## config.mk

```make
export PLATFORM = sky130hd
export DESIGN_NAME = frame_tracker_flat
export DESIGN_NICKNAME = d
export VERILOG_FILES = /design/src/rtl/lcd_pattern_pkg.sv /design/src/rtl/test_pattern_engine_if.sv /design/src/rtl/test_pattern_engine_frame_tracker.sv /design/src/flat_wrapper.sv
export SDC_FILE = /design/constraint.sdc
export NUM_CORES = 1
export LEC_CHECK = 0
export ABC_AREA = 1
export BUFFER_PORTS_ARGS = -buffer_cell sky130_fd_sc_hd__buf_2
export CAP_MARGIN = 30
export CORE_ASPECT_RATIO = 1.75
export CORE_UTILIZATION = 38
export CTS_BUF_LIST = sky130_fd_sc_hd__clkbuf_4
export CTS_CLUSTER_DIAMETER = 50
export DETAILED_ROUTE_END_ITERATION = 10
export PLACE_DENSITY = 0.69
export SLEW_MARGIN = 20
export SYNTH_ARGS = -nofsm -noshare
export SYNTH_HDL_FRONTEND = slang
export SYNTH_SLANG_ARGS = --single-unit
```

## constraint.sdc

```tcl
create_clock -name clk -period 1.75 [get_ports clk]
set_clock_uncertainty 0.2 [all_clocks]
set_input_delay 0.4375 -clock clk [delete_from_list [all_inputs] [get_ports clk]]
set_output_delay 0.4375 -clock clk [all_outputs]
set_load 0.01 [all_outputs]
```

## src/rtl/lcd_pattern_pkg.sv

```systemverilog
// Shared definitions for the LCD test pattern engine: pattern codes, colour
// constants, the colour-bar RGB table and the bar-width helper.
package lcd_pattern_pkg;

    typedef enum logic [2:0] {
        PAT_RED        = 3'd0,
        PAT_DIAG       = 3'd1,
        PAT_BARS       = 3'd2,
        PAT_RAMP       = 3'd3,
        PAT_CHECKER    = 3'd4,
        PAT_BORDER     = 3'd5,
        PAT_MOVING_BAR = 3'd6,
        PAT_BLACK      = 3'd7
    } pattern_e;

    typedef struct packed {
        logic [7:0] r;
        logic [7:0] g;
        logic [7:0] b;
    } rgb_t;

    localparam int   NUM_BARS  = 8;
    localparam int   BAR_PIXEL = 16;

    localparam rgb_t RGB_BLACK = 24'h00_00_00;
    localparam rgb_t RGB_WHITE = 24'hFF_FF_FF;
    localparam rgb_t RGB_RED   = 24'hFF_00_00;
    localparam rgb_t RGB_GREEN = 24'h00_FF_00;
    localparam rgb_t RGB_BLUE  = 24'h00_00_FF;

    // Left-to-right order of the classic colour bars.
    localparam rgb_t BAR_RGB [NUM_BARS] = '{
        24'hFF_FF_FF, 24'hFF_FF_00, 24'h00_FF_FF, 24'h00_FF_00,
        24'hFF_00_FF, 24'hFF_00_00, 24'h00_00_FF, 24'h00_00_00
    };

    function automatic int bar_width(input int h_active);
        return h_active / NUM_BARS;
    endfunction

    function automatic rgb_t bar_colour(input logic [3:0] idx);
        if (idx < 4'(NUM_BARS)) begin
            return BAR_RGB[idx[2:0]];
        end
        return RGB_BLACK;
    endfunction

endpackage

```

## src/rtl/test_pattern_engine_if.sv

```systemverilog
// Video timing bundle (position, sync, enable, pattern request) as delivered
// by the LCD timing block.
interface test_pattern_engine_if;
    logic [2:0] pattern_sel;
    logic [9:0] pos_x;
    logic [8:0] pos_y;
    logic       de;
    logic       hsync;
    logic       vsync;

    modport master (output pattern_sel, pos_x, pos_y, de, hsync, vsync);
    modport slave  (input  pattern_sel, pos_x, pos_y, de, hsync, vsync);
endinterface

```

## src/rtl/test_pattern_engine_frame_tracker.sv

```systemverilog
// Frame-start detection, frame counter and moving-bar position.
// Bar animation is built only when PATTERN_ANIMATION_EN is defined.
module frame_tracker
    import lcd_pattern_pkg::*;
#(
    parameter int H_ACTIVE  = 480,
    parameter int ANIM_STEP = 4
) (
    input  logic                    clk,
    input  logic                    rst_n,
    test_pattern_engine_if.slave    tim,
    output logic                    frame_start,
    output logic [15:0]             frame_cnt,
    output logic [9:0]              bar_pos
);

    if (ANIM_STEP >= H_ACTIVE) begin : g_step_range
        $error("ANIM_STEP must be smaller than H_ACTIVE");
    end

    logic        vsync_prev_reg;
    logic        primed_reg;
    logic [15:0] frame_cnt_reg;

    // primed_reg masks the first sample after reset so a vsync already high
    // at release is not mistaken for a rising edge.
    always_ff @(posedge clk or negedge rst_n) begin
        if (!rst_n) begin
            vsync_prev_reg <= 1'b0;
            primed_reg     <= 1'b0;
        end else begin
            vsync_prev_reg <= tim.vsync;
            primed_reg     <= 1'b1;
        end
    end

    assign frame_start = primed_reg & tim.vsync & ~vsync_prev_reg;

    always_ff @(posedge clk or negedge rst_n) begin
        if (!rst_n) begin
            frame_cnt_reg <= '0;
        end else if (frame_start) begin
            frame_cnt_reg <= frame_cnt_reg + 16'd1;
        end
    end

    assign frame_cnt = frame_cnt_reg;

`ifdef PATTERN_ANIMATION_EN
    logic [10:0] bar_sum;
    logic [9:0]  bar_pos_reg;
    logic [9:0]  bar_pos_next;

    always_comb begin
        bar_sum      = {1'b0, bar_pos_reg} + 11'(ANIM_STEP);
        bar_pos_next = bar_sum[9:0];
        if (bar_sum >= 11'(H_ACTIVE)) begin
            bar_pos_next = 10'(bar_sum - 11'(H_ACTIVE));
        end
    end

    always_ff @(posedge clk or negedge rst_n) begin
        if (!rst_n) begin
            bar_pos_reg <= '0;
        end else if (frame_start) begin
            bar_pos_reg <= bar_pos_next;
        end
    end

    assign bar_pos = bar_pos_reg;
`else
    assign bar_pos = '0;
`endif

endmodule

```

## src/flat_wrapper.sv

```systemverilog
// flat-port wrapper written by rule: the top's interface ports become plain ports
module frame_tracker_flat import lcd_pattern_pkg::*;
#(
    parameter int H_ACTIVE  = 480,
    parameter int ANIM_STEP = 4
)
  (clk, rst_n, frame_start, frame_cnt, bar_pos, tim_pattern_sel, tim_pos_x, tim_pos_y, tim_de, tim_hsync, tim_vsync);
  test_pattern_engine_if tim_i ();
  input  logic clk;
  input  logic rst_n;
  output logic frame_start;
  output logic [15:0] frame_cnt;
  output logic [9:0] bar_pos;
  input wire logic [$bits(tim_i.pattern_sel)-1:0] tim_pattern_sel;
  input wire logic [$bits(tim_i.pos_x)-1:0] tim_pos_x;
  input wire logic [$bits(tim_i.pos_y)-1:0] tim_pos_y;
  input wire logic [$bits(tim_i.de)-1:0] tim_de;
  input wire logic [$bits(tim_i.hsync)-1:0] tim_hsync;
  input wire logic [$bits(tim_i.vsync)-1:0] tim_vsync;
  assign tim_i.pattern_sel = tim_pattern_sel;
  assign tim_i.pos_x = tim_pos_x;
  assign tim_i.pos_y = tim_pos_y;
  assign tim_i.de = tim_de;
  assign tim_i.hsync = tim_hsync;
  assign tim_i.vsync = tim_vsync;
  frame_tracker #(.H_ACTIVE(H_ACTIVE), .ANIM_STEP(ANIM_STEP)) u_core (.clk(clk), .rst_n(rst_n), .tim(tim_i), .frame_start(frame_start), .frame_cnt(frame_cnt), .bar_pos(bar_pos));
endmodule
```

-- Word level (Yosys, flattened, before mapping)
Cells that the tools add are included.
- register bits after elaboration: 18
- bits in latches: 0
- RAM bits: 0
- ROM bits: 0
- input bits: 27
- output and inout port bits: 27
- word-level logic and storage cells: 7
- memories kept: 0
- add/subtract/negate cells: 1
- multipliers: 0
- div/mod/pow operators: 0
- magnitude comparators: 0
- equality and inequality tests: 0
- shift-type cells: 0
- muxes and demuxes: 0
- bitwise operators: 3
- reductions and logical operators: 0
- operators with widths (operator ; count):
    $add A16 B1 Y16 const B ; 1
    $and A1 B1 Y1 ; 2
    $not A1 Y1 ; 1

-- Depth between registers and ports, before layout
- word-level depth: 2
- gate-level depth with buffers: 7
- depth with buffers taken out: 7

-- Worst setup path after synthesis
No wires, ideal clock.
- path kind: register -> register
- start point: register u_core.frame_cnt_reg[1], in the netlist u_core.frame_cnt[1]
- end point: register u_core.frame_cnt_reg[10], in the netlist u_core.frame_cnt[10]
- setup time: 0.127 ns
- arrival: 1.149 ns
- required time: 1.423 ns
- slack: 0.274 ns
- cell stages (with the launch flop): 6
- path buffers: 0
- clock period less this slack: 1.476 ns
- cell sequence: dfrtp_1 -> ha_1 -> nand4_1 -> nor2_4 -> nand2_2 -> xnor2_1
- word-level cells in the longest chain between the ends: 1
- RTL lines (what ; RTL line ; text):
    start, declared ; test_pattern_engine_frame_tracker.sv:23 ; logic [15:0] frame_cnt_reg;
    start signal, assigned ; test_pattern_engine_frame_tracker.sv:43 ; frame_cnt_reg <= frame_cnt_reg + 16'd1;
    $add A16 B1 Y16 ; test_pattern_engine_frame_tracker.sv:43 ;
Every way passes these cells.
A chain may end at the register's enable or synchronous reset.

-- Final worst setup path
- start point: register u_core.primed_reg
- end point: output port frame_start
- word-level cells in the longest chain between the ends: 2
- RTL lines (what ; RTL line ; text):
    start, declared ; test_pattern_engine_frame_tracker.sv:22 ; logic primed_reg;
    start signal, assigned ; test_pattern_engine_frame_tracker.sv:30 ; primed_reg <= 1'b0;
    start signal, assigned ; test_pattern_engine_frame_tracker.sv:33 ; primed_reg <= 1'b1;
    $and A1 B1 Y1 (2 in a row) ; test_pattern_engine_frame_tracker.sv:37 ; assign frame_start = primed_reg & tim.vsync & ~vsync_prev_reg;
    end, declared ; flat_wrapper.sv:11 ; output logic frame_start;
Every way passes these cells.

==> impl_summary.log <==
[metrics] Initial Util: 40.8%
[metrics] Warnings, synthesis: 0
[metrics] leakage power summed over all cells: 0.608 nW
[metrics] Worst Path Class, Setup: flip-flop to output port
[metrics] setup TNS after final layout: 0 ps
[metrics] wire length of the first global-routing pass: 3390 um
[metrics] Power per Cell Area: 845 nW/um2
[metrics] total of flip-flops plus latches after synthesis: 18
[metrics] area inside the core boundary: 2550 um2
[metrics] layout net count: 178
[metrics] Combinational Power Share: 24.2%
[metrics] DP HPWL: 1550 um
[metrics] unrepaired setup endpoints after global routing: no
[metrics] number of levels in the clock H-tree: 1
[metrics] relative contribution of the clock network to total power: 21.7%
[metrics] count of unique library cells instantiated by Yosys: 20
[metrics] worst vdd ir: 0.000603 V
[metrics] DP Cell Count: 168
[metrics] Worst Setup End Kind: output port
[metrics] global router's overall resource usage: 15.2%
[metrics] post-layout power: 1.00 mW
[metrics] Antenna Violating Nets Remaining: 0
[metrics] cts bufs inserted: 3
[metrics] Startpoint Class: flip-flop
[metrics] final RePlAce weighted congestion: 0.855
[metrics] cell chosen for the clock root: sky130_fd_sc_hd__clkbuf_4
[metrics] count of input and output buffers: 19
[metrics] overall overflow remaining after global route: 0
[metrics] number of optimization iterations in the first detailed-route pass: 4
[metrics] insertion delay of the later-clocked pin in the worst-skew pair: 310 ps
[metrics] share of power burned in registers: 54.2%
[metrics] final-report hold violation count: 0
[metrics] number of flip-flops under the largest register name: 16
[metrics] sequential fraction of the synthesis area: 43.2%
[metrics] number of standard cells in the final layout excluding fillers: 175
[metrics] die area: 2960 um2
[metrics] number of enable flip-flop cells after synthesis: 0
[metrics] clock-pin slew on the worst setup and hold paths: 100 ps
[metrics] largest net degree at the start of global routing: 19
[metrics] synthesized area per cell: 8.47 um2
[metrics] Data required, critical path: 1110 ps
[metrics] proportion of layout cells with a drive suffix above 1: 28.2%
[metrics] via count of the routed design: 824
[metrics] num rows: 24
[metrics] final setup violation count: 0
[metrics] DRT Wirelength: 1940 um
[metrics] fraction of power spent switching nets: 35.4%
[metrics] Pins Over Slew Limit: 0
[metrics] Area growth syn-to-layout: 14.0%
[metrics] Register-to-Register Path Depth: 5
[metrics] run status: completed
[metrics] Netlist Area Pre-Place: 1040 um2
[metrics] Die X: 41.6 um
[metrics] total clock sinks: 18
[metrics] number of vias per cell after detailed routing: 4.71
[metrics] async set or reset register ratio after synthesis: 100%
[metrics] CP Data Arrival Time: 1030 ps
[metrics] net load switching power: 356 uW
[metrics] Post-synth top flop: sky130_fd_sc_hd__dfrtp_1
[metrics] most common cell after layout, fill and taps aside: sky130_fd_sc_hd__nand2_1
[metrics] worst hold stages: 1
[metrics] clock tree from TritonCTS: done
[metrics] Remaining DRCs: 0
[metrics] peak fanout along the critical path: 3
[metrics] count of maximum capacitance violations: 0
[metrics] fraction of the cycle the final worst path needs: 95.3%
[metrics] wire per inst: 11.1 um
[metrics] Diodes inserted: 0
[metrics] Bufs on Longest Clock Path: 2
[metrics] Register-to-Register Setup Slack: 160 ps
[metrics] post-synthesis instance total: 123
[metrics] internal power contribution: 649 uW
[metrics] peak clock frequency supported by timing: 0.600 GHz
[metrics] leading cell types in the layout, fill and taps excluded: sky130_fd_sc_hd__nand2_1 (30), sky130_fd_sc_hd__buf_2 (19), sky130_fd_sc_hd__dfrtp_1 (17)
[metrics] minimum clock period after layout: 1670 ps
[metrics] starting DRC count in detailed routing: 10
[metrics] I/O pin cnt: 54
[metrics] Min-Delay Path Class: input port to flip-flop
[metrics] vertical die dimension: 71.3 um
[metrics] number of antenna violations at the first check in global routing: 0
[metrics] via count of the first global-routing pass: 820
area by class of cell:
class / count / area [um2]
flip-flops and latches: 18 / 452
repair buffers: 23 / 128
well taps: 26 / 32.5
fillers: 274 / 1360
clock buffers: 3 / 22.5
clock inverters: 1 / 3.75
multi-input cells: 90 / 497
inverters: 14 / 53.8
what timing repair did:
item	4_1_cts	5_1_grt
endpoints found under the setup margin	0	1
hold endpoints to repair	18	0
hold buffers	1	0
setup buffers	0	2
gates resized for setup	0	1
worst max-delay path, stage by stage (launching register included):
cell and delay, ps:
sky130_fd_sc_hd__dfrtp_1 390, sky130_fd_sc_hd__nand2_2 100, sky130_fd_sc_hd__nor2_8 110, sky130_fd_sc_hd__buf_2 130
per-stage QoR:
stage	instance area (um2)	hold slack (ps)	setup slack [ps]	util, %
after floorplan	1080	-58.1	274	-
after global placement	1140	187	186	44.5
after detailed placement	1140	190	156	44.5
after CTS	1170	85.1	21.5	45.9
after global routing	1190	91.2	26.5	46.6
final	1190	86.2	82.6	46.6
power by group through the flow:
stage	Sequential [mW]	Clock, mW	Combinational, mW
5_1_grt	0.558	0.239	0.269
3_3_place_gp	0.545	0	0.232
6_report	0.544	0.218	0.243
2_1_floorplan	0.566	0	0.145
4_1_cts	0.543	0.224	0.243
3_5_place_dp	0.549	0	0.241
metal layers:
metal	vias to the layer above	GRT usage, %	wire length, um
met5	-	0	0
met4	0	9.68	53
met3	5	2.27	74
met2	23	27.1	1090
met1	382	16.1	721
li1	414	-	-
cells in the mapped netlist, types with 3 or more instances:
cell / number / share of area, %
sky130_fd_sc_hd__buf_4: 10 / 7.2
sky130_fd_sc_hd__dfrtp_1: 18 / 43
sky130_fd_sc_hd__inv_1: 12 / 4.3
sky130_fd_sc_hd__nand2_1: 30 / 11
sky130_fd_sc_hd__nand2_2: 7 / 4.2
sky130_fd_sc_hd__nand3_1: 4 / 1.9
sky130_fd_sc_hd__nand4_1: 8 / 4.8
sky130_fd_sc_hd__nor2_1: 10 / 3.6
sky130_fd_sc_hd__nor2_2: 3 / 1.8
sky130_fd_sc_hd__xnor2_1: 6 / 5.0
sky130_fd_sc_hd__xor2_1: 4 / 3.4
kinds of logic after synthesis:
logic type,Yosys count,synth area share [%]
and+or+nand+nor,68,34.1
buffers and inverters,24,12.4
DFF,18,43.2
xor gates and xnor gates,10,8.40
other,2,0.721
adders and majority gates,1,1.20
worst paths after layout:
| kind | start | end |
|---|---|---|
| worst max-delay path | u_core.primed_reg | frame_start |
| worst min-delay path | tim_vsync | u_core.vsync_prev_reg |
| worst max register to register | u_core.frame_cnt[1] | u_core.frame_cnt[8] |
| worst min register to register | u_core.frame_cnt[6] | u_core.frame_cnt[6] |
| max in group asynchronous | rst_n | u_core.vsync_prev_reg |
| min in group asynchronous | rst_n | u_core.frame_cnt[1] |
Power figures use the tool's default switching activity.
